--- src/rtl/multiplier_pkg.sv ---
// Shared constants for the multiply-accumulate block: parameter legality
// checks and saturation limits, all computed at elaboration time.
package multiplier_pkg;

   localparam int MAX_ACC_W = 128;

   function automatic bit widths_legal(input int wa, input int wb, input int wacc);
      return (wa >= 1) && (wb >= 1) && (wacc >= wa + wb) && (wacc <= MAX_ACC_W);
   endfunction

   function automatic bit pipe_legal(input int nb);
      return nb >= 1;
   endfunction

   // Limits are built in a wide vector and trimmed to the accumulator width by the caller.
   function automatic logic [MAX_ACC_W-1:0] sat_max_signed(input int w);
      logic [MAX_ACC_W-1:0] v;
      v = '0;
      for (int i = 0; i < w - 1; i++) v[i] = 1'b1;
      return v;
   endfunction

   function automatic logic [MAX_ACC_W-1:0] sat_min_signed(input int w);
      logic [MAX_ACC_W-1:0] v;
      v = '0;
      v[w-1] = 1'b1;
      return v;
   endfunction

   function automatic logic [MAX_ACC_W-1:0] sat_max_unsigned(input int w);
      logic [MAX_ACC_W-1:0] v;
      v = '0;
      for (int i = 0; i < w; i++) v[i] = 1'b1;
      return v;
   endfunction

endpackage

--- src/rtl/mac_product_pipe.sv ---
// Signed/unsigned full-width multiplier followed by an NB_PIPE_REG-deep
// pipeline carrying the product together with its valid/signedness/clear flags.
module mac_product_pipe
   import multiplier_pkg::*;
#(
   parameter int WIDTH_A     = 16,
   parameter int WIDTH_B     = 16,
   parameter int NB_PIPE_REG = 2
) (
   input  logic                       clk,
   input  logic                       rst_n,
   input  logic                       i_enable,
   input  logic                       i_valid,
   input  logic                       i_signed,
   input  logic                       i_clear,
   input  logic [WIDTH_A-1:0]         i_a,
   input  logic [WIDTH_B-1:0]         i_b,
   output logic                       o_valid,
   output logic                       o_signed,
   output logic                       o_clear,
   output logic [WIDTH_A+WIDTH_B-1:0] o_product
);

   localparam int PW = WIDTH_A + WIDTH_B;

   logic [PW-1:0]          w_aExt;
   logic [PW-1:0]          w_bExt;
   logic [PW-1:0]          w_product;
   logic [PW-1:0]          r_prod [NB_PIPE_REG];
   logic [NB_PIPE_REG-1:0] r_valid;
   logic [NB_PIPE_REG-1:0] r_signed;
   logic [NB_PIPE_REG-1:0] r_clear;

   // Extending both operands to the product width lets one modulo-2^PW
   // multiply serve both signed and unsigned beats.
   assign w_aExt    = {{WIDTH_B{i_signed & i_a[WIDTH_A-1]}}, i_a};
   assign w_bExt    = {{WIDTH_A{i_signed & i_b[WIDTH_B-1]}}, i_b};
   assign w_product = w_aExt * w_bExt;

   always_ff @(posedge clk or negedge rst_n) begin
      if (!rst_n) begin
         r_valid  <= '0;
         r_signed <= '0;
         r_clear  <= '0;
         for (int i = 0; i < NB_PIPE_REG; i++) r_prod[i] <= '0;
      end else if (i_enable) begin
         r_valid[0]  <= i_valid;
         r_signed[0] <= i_signed;
         r_clear[0]  <= i_clear;
         r_prod[0]   <= w_product;
         for (int i = 1; i < NB_PIPE_REG; i++) begin
            r_valid[i]  <= r_valid[i-1];
            r_signed[i] <= r_signed[i-1];
            r_clear[i]  <= r_clear[i-1];
            r_prod[i]   <= r_prod[i-1];
         end
      end
   end

   assign o_valid   = r_valid[NB_PIPE_REG-1];
   assign o_signed  = r_signed[NB_PIPE_REG-1];
   assign o_clear   = r_clear[NB_PIPE_REG-1];
   assign o_product = r_prod[NB_PIPE_REG-1];

endmodule

--- src/rtl/multiplier_mac.sv ---
// Pipelined multiply-accumulate: products from mac_product_pipe are extended
// and added into a registered accumulator with sticky overflow and optional clamping.
module multiplier_mac
   import multiplier_pkg::*;
#(
   parameter int WIDTH_A     = 16,
   parameter int WIDTH_B     = 16,
   parameter int WIDTH_ACC   = 40,
   parameter int NB_PIPE_REG = 2,
   parameter int SATURATE    = 0
) (
   input  logic                 clk,
   input  logic                 rst_n,
   input  logic                 enable,
   input  logic                 in_valid,
   input  logic                 is_signed,
   input  logic                 clear,
   input  logic [WIDTH_A-1:0]   a,
   input  logic [WIDTH_B-1:0]   b,
   output logic [WIDTH_ACC-1:0] acc,
   output logic                 out_valid,
   output logic                 overflow
);

   localparam int PW = WIDTH_A + WIDTH_B;
   localparam logic [WIDTH_ACC-1:0] L_SMAX = WIDTH_ACC'(sat_max_signed(WIDTH_ACC));
   localparam logic [WIDTH_ACC-1:0] L_SMIN = WIDTH_ACC'(sat_min_signed(WIDTH_ACC));
   localparam logic [WIDTH_ACC-1:0] L_UMAX = WIDTH_ACC'(sat_max_unsigned(WIDTH_ACC));

   generate
      if (!widths_legal(WIDTH_A, WIDTH_B, WIDTH_ACC)) begin : g_badWidth
         $error("multiplier_mac: WIDTH_ACC must cover WIDTH_A+WIDTH_B and fit MAX_ACC_W");
      end
      if (!pipe_legal(NB_PIPE_REG)) begin : g_badPipe
         $error("multiplier_mac: NB_PIPE_REG must be at least 1");
      end
   endgenerate

   logic                 w_pValid;
   logic                 w_pSigned;
   logic                 w_pClear;
   logic [PW-1:0]        w_product;
   logic [WIDTH_ACC-1:0] w_ext;
   logic [WIDTH_ACC:0]   w_sum;
   logic                 w_ovf;
   logic [WIDTH_ACC-1:0] w_clamp;
   logic [WIDTH_ACC-1:0] w_accNext;
   logic [WIDTH_ACC-1:0] r_acc;
   logic                 r_outValid;
   logic                 r_ovf;

   mac_product_pipe #(
      .WIDTH_A    (WIDTH_A),
      .WIDTH_B    (WIDTH_B),
      .NB_PIPE_REG(NB_PIPE_REG)
   ) u_productPipe (
      .clk      (clk),
      .rst_n    (rst_n),
      .i_enable (enable),
      .i_valid  (in_valid),
      .i_signed (is_signed),
      .i_clear  (clear),
      .i_a      (a),
      .i_b      (b),
      .o_valid  (w_pValid),
      .o_signed (w_pSigned),
      .o_clear  (w_pClear),
      .o_product(w_product)
   );

   assign w_ext = w_pSigned ? WIDTH_ACC'($signed(w_product)) : WIDTH_ACC'(w_product);
   assign w_sum = {1'b0, r_acc} + {1'b0, w_ext};

   // Overflow is judged in the arriving beat's own signedness.
   always_comb begin
      w_ovf   = 1'b0;
      w_clamp = L_UMAX;
      if (w_pSigned) begin
         w_ovf   = (r_acc[WIDTH_ACC-1] == w_ext[WIDTH_ACC-1]) &&
                   (w_sum[WIDTH_ACC-1] != r_acc[WIDTH_ACC-1]);
         w_clamp = r_acc[WIDTH_ACC-1] ? L_SMIN : L_SMAX;
      end else begin
         w_ovf   = w_sum[WIDTH_ACC];
      end
   end

   always_comb begin
      w_accNext = w_sum[WIDTH_ACC-1:0];
      if (w_pClear) begin
         w_accNext = w_ext;
      end else if (w_ovf && (SATURATE != 0)) begin
         w_accNext = w_clamp;
      end
   end

   always_ff @(posedge clk or negedge rst_n) begin
      if (!rst_n) begin
         r_acc      <= '0;
         r_outValid <= 1'b0;
         r_ovf      <= 1'b0;
      end else if (enable) begin
         r_outValid <= w_pValid;
         if (w_pValid) begin
            r_acc <= w_accNext;
            r_ovf <= w_pClear ? 1'b0 : (r_ovf | w_ovf);
         end
      end
   end

   assign acc       = r_acc;
   assign out_valid = r_outValid;
   assign overflow  = r_ovf;

endmodule

--- config.mk ---
export PLATFORM = sky130hd
export DESIGN_NAME = multiplier_mac
export DESIGN_NICKNAME = d
export VERILOG_FILES = /design/src/rtl/multiplier_pkg.sv /design/src/rtl/mac_product_pipe.sv /design/src/rtl/multiplier_mac.sv
export SDC_FILE = /design/constraint.sdc
export NUM_CORES = 1
export LEC_CHECK = 0
export ABC_AREA = 1
export CAP_MARGIN = 20
export CORE_ASPECT_RATIO = 1.25
export CORE_MARGIN = 2
export CORE_UTILIZATION = 55
export DETAILED_ROUTE_END_ITERATION = 7
export PLACE_DENSITY_LB_ADDON = 0.2
export SLEW_MARGIN = 10
export SYNTH_ARGS = -nofsm -noshare
export SYNTH_HDL_FRONTEND = slang
export SYNTH_SLANG_ARGS = --single-unit
--- constraint.sdc ---
create_clock -name clk -period 4.6 [get_ports clk]
set_input_delay 0.92 -clock clk [delete_from_list [all_inputs] [get_ports clk]]
set_output_delay 0.92 -clock clk [all_outputs]
set_load 0.01 [all_outputs]
**Yosys cells after proc, flatten, opt, wreduce, memory -nomap -nowiden**

Index checks and enable logic that the tools add are counted.

- Flip-flop bits (word level): 112
- Output and inout bits: 42
- Word-level logic and storage cells: 21

- Add/subtract/negate cells: 1
- Multiply operators: 1
- Equality and inequality tests: 2
- Mux-type cells: 4
- Bitwise logic cells: 3
- Reduce and logical (&&, ||, !) cells: 2

Operator list:

| operator | count |
|---|---|
| 2-to-1 mux 40 bit | 2 |
| adder 40 x 40 -> 41 bit | 1 |
| multiplier 17 x 17 -> 32 bit | 1 |
| bitwise AND 1 bit | 2 |
| 2-to-1 mux 1 bit | 2 |
| AND reduction 2 bit | 1 |
| equality test 1 bit | 1 |
| logical AND 1 bit | 1 |
| != test 1 bit | 1 |
| OR 1 bit | 1 |

**Logic depth before layout (Yosys ltp)**

Gate-level depths: netlist (run 1).

- Depth after elaboration: 7
- Mapped depth: 29

**By module**

From an unflattened synthesis (run 1), not the netlist that was laid out.

- Cells, all modules: 2644
- Area total of the unflattened synthesis: 19098.3 um^2

By module, submodules not included:

| module | instances | cells an instance | area an instance (um^2) | seq. area each (um^2) |
|---|---|---|---|---|
| mac_product_pipe | 1 | 1858 | 14346.3 | 1751.7 |
| multiplier_mac | 1 | 786 | 4752.1 | 1051.0 |

**Worst setup path after synthesis (run 1)**

No wires, ideal clock.

- Path type: input-to-reg
- From: input port a[15]
- To: register u_productPipe.r_prod[62] (netlist bit)
- Library setup time: 0.118 ns
- Arrival: 6.059 ns
- Data required time: 4.482 ns
- Path slack: -1.577 ns
- Cell stages on the path: 20
- Buffers on the path: 1
- Cell sequence: buf_4 > nand2_4 > inv_6 > nand2_1 > inv_1 > fa_1 > inv_1 > fa_1 > inv_1 > fa_1 > fa_1 > fa_1 > fa_1 > ha_1 > a21oi_1 > o21ai_0 > a221oi_1 > o2111ai_1 > nand3_1 > nand2_1

- Longest elaborated chain between the ends: 2

RTL lines:

| what | RTL line | source |
|---|---|---|
| from (decl) | multiplier_mac.sv:18 | `input logic [WIDTH_A-1:0] a,` |
| bitwise AND 1 bit | mac_product_pipe.sv:36 | `assign w_aExt = {{WIDTH_B{i_signed & i_a[WIDTH_A-1]}}, i_a};` |
| multiplier 17 x 17 -> 32 bit * | mac_product_pipe.sv:38 | `assign w_product = w_aExt * w_bExt;` |
| to (signal, indexed assignment) | mac_product_pipe.sv:55 | `r_prod[i] <= r_prod[i-1];` |
| to (decl) | mac_product_pipe.sv:29 | `logic [PW-1:0] r_prod [NB_PIPE_REG];` |

Mark *: on every way between the ends. The rest lies on a longest branch, timed or not.
A chain may end at the register's enable or synchronous reset.

**Worst setup path in the final report (run 1)**

- From: input port a[13]
- To: register u_productPipe.r_prod[53] (netlist bit)

- Longest elaborated chain between the ends: 1

RTL lines:

| what | RTL line |
|---|---|
| multiplier 17 x 17 -> 32 bit | mac_product_pipe.sv:38 |

Every way passes these cells.

==> impl_results.md, run 1 <==
* Status: finished with violations
* Failing checks: setup timing
* Most frequent cells after synthesis: nand2_1 (692), inv_1 (560), fa_1 (283)
* WL final at 60710 microns
* Vias at 17.21k
* Synthesized instance count at 2454
* DRT antenna net count at 0
* Fmax at 171.2 MHz
* Setup-failing EPs final at 24
* Relative slew margins at 32.86%
* Yosys top cell by area: fa_1
* Post-Place Setup Slack at -2.035 ns
* Worst Path Required at 4.86 ns
* Core box area at 32780 sq um
* Clock Sinks at 112
* Number of global-route vias before repair at 18.07k
* Layout area overhead at 31.53%
* EDFF count, synth at 0
* Max clock buf depth at 2
* Latest clock arrival within the worst-skew pair at 0.37 ns
* Startpoint of the worst register-to-register path: acc[0]$_DFFE_PN0P_
* Pre-Repair DR Iteration Count at 6
* Dpl hpwl at 43440 microns
* RePlAce Congestion at 1.026
* Synth Register Bits at 112
* CP startpoint: a[13]
* TritonCTS clock tree: done
* Main synth FF type: dfrtp_1
* All-Layer GR Usage at 33.54%
* Worst Hold Depth at 2
* Reg2Reg Depth at 15
* Ys Warns at 0
* Fin nets at 3192
* DRC viols at 0
* ANT cells at 0
* Worst Hold End: u_productPipe.o_product[7]$_DFFE_PN0P_
* Final WS setup at -1.240 ns
* MaxCap Viol Count at 0
* R2R Path End: acc[26]$_DFFE_PN0P_
* Fill cell count at 2327
* Initial drt markers at 1308
* H-tree Lvls at 3
* Period utilization at 127.0%
* CP Data Arrival Time at 6.10 ns
* Port bufs at 79
* Register area share after synthesis at 15.23%
* Final Hold Fails at 0
* Yosys cell types at 54
* Worst-Margin Slew at 1.007 ns
* Reg2reg setup slack at 1.77 ns
* CTS Buf Count at 9
* Die area at 34940 sq um
* CTS root buffer: clkbuf_16
* CP Max Fanout at 6
* IO Pins at 80
* Syn Area/Cell at 7.498 sq um
* Die width at 167.6 microns
* WL per Instance at 19.14 microns
* Worst Setup Start Kind: input pin
* Syn Nets at 2897
* Final min period at 5.840 ns
* Die outline height at 208.5 microns
* Hold buffers post-CTS at 0
* Slew Viols, Final at 0
* Vias per cell at 5.427
* Most common cell in the synthesized netlist: nand2_1
* GRT overflow at 0
* Setup crit end kind: register
* Clk slew on worst S/H paths at 0.08 ns
* First-pass GRT wire length at 91670 microns
* Share of cells above drive strength 1 at 25.34%
* RSZ-0062 raised after global routing: yes
* Mapped Area at 18400 sq um
* Initial Util at 56.13%
* Critical path type: in2reg
* Yosys top cell area share at 30.79%
* Fraction of registers with async set/reset at 100.0%
* Largest net degree at the start of global routing at 80
* Antenna violations before repair at 0
* Skew final at 0.01278 ns
* HP Class: reg2reg
* Row cnt at 74
* Hold path startpoint: u_productPipe.r_prod[39]$_DFFE_PN0P_
* Top cells by area, synth: fa_1 (31%), dfrtp_1 (15%), nand2_1 (14%)
kinds of logic (layout without fill, tap and decap cells):
kind of cell | count (synthesis) | after routing | synth area share (%)
AO/OA/AOI/OAI | 267 | 267 | 8.426
adder cells (fa/ha/maj) | 405 | 405 | 39.09
AND/OR/NAND/NOR | 973 | 973 | 21.88
XOR/XNOR | 37 | 37 | 1.761
buffers and inverters | 660 | 960 | 13.61
flip-flops | 112 | 112 | 15.23
worst max path at each step:
stage / to / slack [ns]
finish: u_productPipe.r_prod[53]$_DFFE_PN0P_ / -1.24
global route: u_productPipe.r_prod[53]$_DFFE_PN0P_ / -1.36
CTS: u_productPipe.r_prod[62]$_DFFE_PN0P_ / -1.15
detailed placement: u_productPipe.r_prod[58]$_DFFE_PN0P_ / -2.04
global placement: u_productPipe.r_prod[58]$_DFFE_PN0P_ / -1.95
floorplan: u_productPipe.r_prod[57]$_DFFE_PN0P_ / -1.17
state kept, by name, indices dropped and copies added (netlist names):
register,cells
acc,40
u_productPipe.o_product,32
u_productPipe.r_prod,32
u_productPipe.r_clear,2
u_productPipe.r_signed,2
u_productPipe.r_valid,2
out_valid,1
overflow,1
metrics by stage:
stage	instances	util, %	area (sq um)	hold slack, ns	TNS, ns
2_1_floorplan	2454	-	19360	0.4417	-20.30
5_1_grt	3172	73.83	24200	0.4944	-26.62
4_1_cts	3145	71.73	23510	0.4733	-21.93
3_5_place_dp	3048	65.83	21580	0.4618	-42.49
6_report	3172	73.83	24200	0.4699	-23.52
3_3_place_gp	3048	65.83	21580	0.4546	-40.44
cells in the final DEF (no fill, tap or decap), types with 9 or more instances in the layout:
cell type / instances
nor2_1: 98
nand2_2: 64
buf_8: 9
ha_4: 26
nand2_1: 614
xnor2_1: 11
clkdlybuf4s50_1: 44
nand3_1: 59
fa_2: 22
a21oi_4: 11
buf_6: 70
buf_12: 35
o21ai_1: 20
o21bai_1: 15
nand3_2: 11
nand4_1: 18
a21oi_1: 84
nor2_4: 17
a21oi_2: 13
o21ai_2: 11
ha_1: 94
fa_1: 261
inv_1: 484
inv_2: 76
a21o_1: 11
clkbuf_16: 12
o21ai_0: 58
xor2_1: 21
buf_4: 189
nor2_2: 20
nand2_4: 28
dfrtp_1: 112
worst max-delay path, cell delays in order:
cell,delay [ns]
buf_2,0.09
buf_6,0.12
buf_6,0.11
buf_4,0.11
nand2_2,0.06
fa_1,0.52
inv_1,0.06
fa_1,0.53
inv_1,0.05
fa_1,0.50
inv_1,0.08
fa_2,0.54
fa_1,0.42
fa_1,0.56
ha_4,0.26
a21oi_4,0.23
o21ai_4,0.11
o21bai_4,0.20
a21oi_2,0.15
o21bai_1,0.11
or2_1,0.23
nand3_1,0.07
nand2_1,0.06
cell type report:
class | count | area, sq um | share of cell area (%)
Multi-Input combinational cell | 1682 | 14510 | 59.97
Timing Repair Buffer | 376 | 3869 | 15.99
Sequential cell | 112 | 2803 | 11.58
Inverter | 568 | 2157 | 8.914
Tap cell | 418 | 523.0 | 2.161
Clock buffer | 9 | 225.2 | 0.9307
Clock inverter | 7 | 110.1 | 0.4550
layer usage:
metal / vias up / global-route usage (%) / part of all wire [%] / wire length [microns]
met4: 0 / 23.09 / 9.1 / 5510
li1: 7917 / - / - / -
met1: 8290 / 36.67 / 35 / 21500
met5: - / 0 / 0 / 0
met2: 703 / 61.08 / 51 / 30830
met3: 304 / 3.348 / 4.7 / 2866
what timing repair did:
action | CTS | global route
pin swaps | 185 | 152
setup buffers | 73 | 32
setup endpoints to repair | 26 | 26
cloned | 9 | 3
gates resized for setup | 356 | 174
Power of run 1 is not shown: default switching activity piles up to over one toggle a cycle in this logic, so the estimate is an artifact.
==> run 2: changes to the inputs <==
--- a/config.mk
+++ b/config.mk
@@ -8,9 +8,11 @@
 export ABC_AREA = 1
 export CAP_MARGIN = 20
 export CORE_ASPECT_RATIO = 1.25
-export CORE_MARGIN = 2
+export CORE_MARGIN = 8
 export CORE_UTILIZATION = 55
+export CTS_CLUSTER_DIAMETER = 50
 export DETAILED_ROUTE_END_ITERATION = 7
+export GPL_TIMING_DRIVEN = 0
 export PLACE_DENSITY_LB_ADDON = 0.2
 export SLEW_MARGIN = 10
 export SYNTH_ARGS = -nofsm -noshare
==> run 2 against run 1 <==
Against the previous run:
- the run still ends with setup timing left
- count of clock-buffer cells in the layout is 1 higher
- largest cell class unchanged
- highest routed layer unchanged
- via count is 5.0% lower
- worst hold slack worse by 0.036 ns
- cell area is 5.9% lower
- die area is 13% higher
- register-to-register slack worse by 0.13 ns
- global-route usage is 2.4 points lower
- utilization is 5.5 points lower
- setup slack better by 0.088 ns
==> impl_results.md, run 2 (same netlist as run 1, synthesis figures left out) <==
* Max clock buf depth at 2
* CP startpoint: a[13]
* Row cnt at 75
* Initial drt markers at 1256
* MaxCap Viol Count at 0
* Vias per cell at 5.401
* Final Cell Area at 22760 sq um
* First-pass GRT wire length at 94560 microns
* Failing checks: setup timing
* Die width at 179.6 microns
* Critical path type: in2reg
* RePlAce Congestion at 0.9861
* GRT overflow at 0
* Final min period at 5.752 ns
* Antenna violations before repair at 0
* Most frequent cells in the layout: nand2_1 (637), inv_1 (523), fa_1 (268)
* Dpl hpwl at 49260 microns
* CP Max Fanout at 8
* Final Hold Fails at 0
* WL per Instance at 20.28 microns
* IO Pins at 80
* CTS root buffer: clkbuf_16
* Die outline height at 220.5 microns
* CP Data Arrival Time at 6.06 ns
* Fmax at 173.9 MHz
* Status: finished with violations
* Commonest non-fill, non-tap cell in the layout: nand2_1
* Slowest cell delay on critical path at 0.58 ns
* Latest clock arrival within the worst-skew pair at 0.38 ns
* Relative slew margins at 29.67%
* Worst Path Required at 4.91 ns
* Share of cells above drive strength 1 at 17.50%
* Most used cell, CP: fa_1
* Skew final at 0.01284 ns
* WL final at 61410 microns
* RSZ-0062 raised after global routing: yes
* Setup-failing EPs final at 23
* HP Class: in2async
* Fill cell count at 2694
* DP Cell Count at 2924
* H-tree Lvls at 3
* Port bufs at 46
* Die area at 39600 sq um
* Final WS setup at -1.152 ns
* Post-Layout Cell Count at 3029
* CTS Buf Count at 9
* Worst-Margin Slew at 1.051 ns
* Clock Sinks at 112
* Slew Viols, Final at 0
* Worst Setup Start Kind: input pin
* ANT cells at 0
* Core box area at 33310 sq um
* DRC viols at 0
* Max reg flops at 40
* Number of global-route vias before repair at 17.40k
* DRT antenna net count at 0
* Largest net degree at the start of global routing at 74
* Layout area overhead at 23.72%
* All-Layer GR Usage at 31.10%
* Slowest CP cell: fa_1
* Fin nets at 3044
* Pre-Repair DR Iteration Count at 5
* Cell Area, Placed at 20380 sq um
* CP Cell Sequence: clkbuf_16 > clkbuf_16 > buf_6 > nand2_1 > fa_1 > inv_1 > fa_1 > fa_2 > fa_2 > fa_1 > fa_1 > ha_4 > nand2_4 > nor2_2 > inv_1 > nor2_2 > nand3_1 > nand3_2 > nand3_2 > nand2_1 > or2_1 > nand3_1 > nand2_1
* Vias at 16.36k
* Fin Hold WS at 0.4335 ns
* TritonCTS clock tree: done
* Period utilization at 125.0%
* Setup crit end kind: register
* Clk slew on worst S/H paths at 0.09 ns
* Initial Util at 55.23%
* Startpoint of the worst register-to-register path: acc[0]$_DFFE_PN0P_
run 2: cell types whose count changed in the layout (fill, tap and decap cells not counted), sizes merged, moves of 2 or more:
cell           delta
buf             -213
bufbuf            -2
bufinv            -2
clkbuf           +75
clkdlybuf4s15     -3
dlygate4sd2       -4
run 2: final cells by class:
class                           count  area (sq um)  share of cell area, %
Sequential cell                   112          2803                  12.31
Tap cell                          423         529.3                  2.325
Buffer                             92          1364                  5.991
Clock inverter                      6         60.06                 0.2638
Multi-Input combinational cell   1682         14290                  62.76
Inverter                          568          2155                  9.465
Timing Repair Buffer              136          1329                  5.837
Clock buffer                       10         239.0                  1.050
run 2: stage by stage:
step / TNS (ns) / setup WS [ns] / utilization (%)
6_report: -20.20 / -1.152 / 68.33
5_1_grt: -23.81 / -1.354 / 68.33
4_1_cts: -18.26 / -1.069 / 66.84
3_5_place_dp: -42.28 / -2.487 / 61.19
3_3_place_gp: -220.75 / -2.357 / 61.10
2_1_floorplan: -20.30 / -1.174 / -
run 2: worst max-delay path: cells and delay by family:
family / cells / cell delay (ns)
adder cells (fa/ha/maj): 7 / 3.43
AND/OR/NAND/NOR: 11 / 1.14
buffers and inverters: 5 / 0.55
run 2: routing by layer:
layer / GRT usage, % / vias to the layer above / wire length (microns)
met5: 0 / - / 0
met4: 21.01 / 0 / 4706
met3: 2.677 / 197 / 2296
met2: 59.73 / 559 / 32050
met1: 32.10 / 7984 / 22360
li1: - / 7619 / -
run 2: repair_timing:
action                     in CTS  in global routing
setup endpoints to repair      25                 24
resized for setup             195                 99
pin swaps                     109                 42
setup buffers                  66                 19
gates cloned                    5                  0
hold buffers                    0                  0
run 2: path summary, 6_finish.rpt:
| check | cells past startpoint | endpoint | slack (ns) |
|---|---|---|---|
| max | 23 | u_productPipe.r_prod[58]$_DFFE_PN0P_ | -1.15 |
| min | 1 | acc[7]$_DFFE_PN0P_ | 0.43 |
| max reg2reg | 15 | acc[28]$_DFFE_PN0P_ | 1.64 |
| min reg2reg | 2 | u_productPipe.o_product[27]$_DFFE_PN0P_ | 0.48 |
| max in group asynchronous | 2 | u_productPipe.r_prod[58]$_DFFE_PN0P_ | 3.46 |
| min in group clk | 2 | u_productPipe.o_product[27]$_DFFE_PN0P_ | 0.48 |
Power of run 2 is left out for the same reason.
==> edit, RTL diff (flow settings as in run 2) <==
Register the output `out_valid` once more, with the module's reset; this adds one clock of latency there. The other outputs are not delayed to match.
--- a/src/rtl/multiplier_mac.sv
+++ b/src/rtl/multiplier_mac.sv
@@ -108,7 +108,13 @@
    end
 
    assign acc       = r_acc;
-   assign out_valid = r_outValid;
+   always_ff @(posedge clk or negedge rst_n) begin
+      if (!rst_n) begin
+         out_valid <= '0;
+      end else begin
+         out_valid <= r_outValid;
+      end
+   end
    assign overflow  = r_ovf;
 
 endmodule
Function: changed (a bounded check fails within 4 cycles, from zero or initial values and one cycle with rst_n low).
==> edit against run 2 <==
The run still ends with setup timing left; critical path depth up 2; utilization is 0.38 points higher; area after synthesis down 0.16%; sequential cell count up 1; synthesized cell count about the same; global-route usage increased by 0.67 points; setup slack gained 0.017 ns; routed wire length grew 0.59%; design area grew 0.27%; via count is 0.73% higher.
Power is left out: the tool's default activity adds up to more than one toggle a clock period on the data nets, which glitch-free logic cannot reach.
==> edit: results (changes against run 2) <==
{| class="wikitable"
! Metric !! Value
|-
| Outcome || complete, but fails checks
|-
| Violated checks || setup timing
|-
| Critical Path Fanout Max || 7 (-1)
|-
| Cells on worst reg2reg path || 12 (-3)
|-
| Pin slew with the least headroom to its limit || 0.916 ns (-0.135 ns)
|-
| Length of routed wiring on met1 || 21,800 um (-2.5%)
|-
| Invs w/o clock || 569 (+0.18%)
|-
| First-pass GRT wire length || 96,600 um (+2.1%)
|-
| Most frequent cells after synthesis || 693 x sky130_fd_sc_hd__nand2_1, 561 x sky130_fd_sc_hd__inv_1, 283 x sky130_fd_sc_hd__fa_1
|-
| Top cells by area in the synthesized netlist || sky130_fd_sc_hd__fa_1 31%, sky130_fd_sc_hd__dfrtp_1 15%, sky130_fd_sc_hd__nand2_1 14%
|-
| Vias in the first global route || 17.8k (+2.4%)
|-
| Non-clock buffer contribution to total cell area || 11.5% (-0.31 points)
|-
| Grt met2 use || 61.1% (+1.3 points)
|-
| Net total in the final layout || 3,058 (+0.46%)
|-
| Layout cells sized above 1 || 17.4% (-0.11 points)
|-
| Total setup violations reported at the end of the flow || 22 (-4.3%)
|-
| Clock Latency Late Sink || 0.44 ns (+0.06 ns)
|-
| Fraction of the mapped netlist area in adder cells || 39.2% (+0.064 points)
|-
| Average wire per standard cell || 20.2 um (-0.13%)
|-
| Post-Synthesis Net Count || 2,899 (+0.069%)
|-
| Sum Neg Setup Slack || -18.96 ns (+1.24 ns)
|-
| Metal2 WL || 32,600 um (+1.6%)
|-
| Seq Cell Count || 113 (+0.89%)
|-
| Clock-pin slew reported for the worst setup and hold paths after clock tree synthesis || 0.06 ns (-0.03 ns)
|-
| Wire length reported by the detailed router || 61,800 um (+0.59%)
|-
| Largest net degree at the start of global routing || 75 (+1.4%)
|-
| Met3 layer wire length in the routed design || 2950 um (+29%)
|-
| WHS || 0.377 ns (-0.0562 ns)
|-
| Met3 track demand over resource in global routing || 3.91% (+1.2 points)
|-
| Finished layout cell area || 22,800 um2 (+0.27%)
|-
| Post-CTS setup-driven buffer insertion count || 72 (+9.1%)
|-
| Final worst setup slack || -1.13 ns (+0.0169 ns)
|-
| Count of cell types in the netlist || 52 (-3.7%)
|-
| Post-Place Cell Area || 20,300 um2 (-0.50%)
|-
| Layout clock buffers || 18 (+8)
|-
| Sum of net half-perimeters after detailed placement || 49,000 um (-0.48%)
|-
| Average footprint of a synthesized cell || 7.48 um2 (-0.24%)
|-
| Pre-CTS worst setup slack || -2.37 ns (+0.113 ns)
|-
| Total CTS buffers || 17 (+8)
|-
| Post-cts repair resize count || 193 (-1.0%)
|-
| Xor and xnor area share after synthesis || 1.72% (-0.045 points)
|-
| Fill count || 2,698 (+0.15%)
|}
-- edit: cell count changes after synthesis, sizes merged, moves of 2 or more --
| cell | before | now |
|---|---|---|
| a21boi | 3 | 1 |
| a21o | 12 | 8 |
| a21oi | 108 | 117 |
| a22oi | 8 | 6 |
| nand3b | 5 | 8 |
| nor2 | 135 | 130 |
| nor4 | 2 | 5 |
| o211ai | 8 | 5 |
| o21ai | 94 | 103 |
| o21bai | 19 | 16 |
| or2 | 17 | 12 |
| xnor2 | 15 | 17 |
| xor2 | 22 | 19 |
-- edit: how the worst max path moves through the flow --
stage          startpoint                       end  slack [ns]  cells after the start
6_report        is_signed  u_productPipe.r_prod[63]       -1.13                     25
5_1_grt         is_signed  u_productPipe.r_prod[59]       -1.32                     25
4_1_cts         is_signed  u_productPipe.r_prod[62]       -1.04                     24
3_5_place_dp    is_signed  u_productPipe.r_prod[59]       -2.37                     23
3_3_place_gp    is_signed  u_productPipe.r_prod[59]       -2.36                     23
2_1_floorplan        b[2]  u_productPipe.r_prod[59]       -1.17                     22
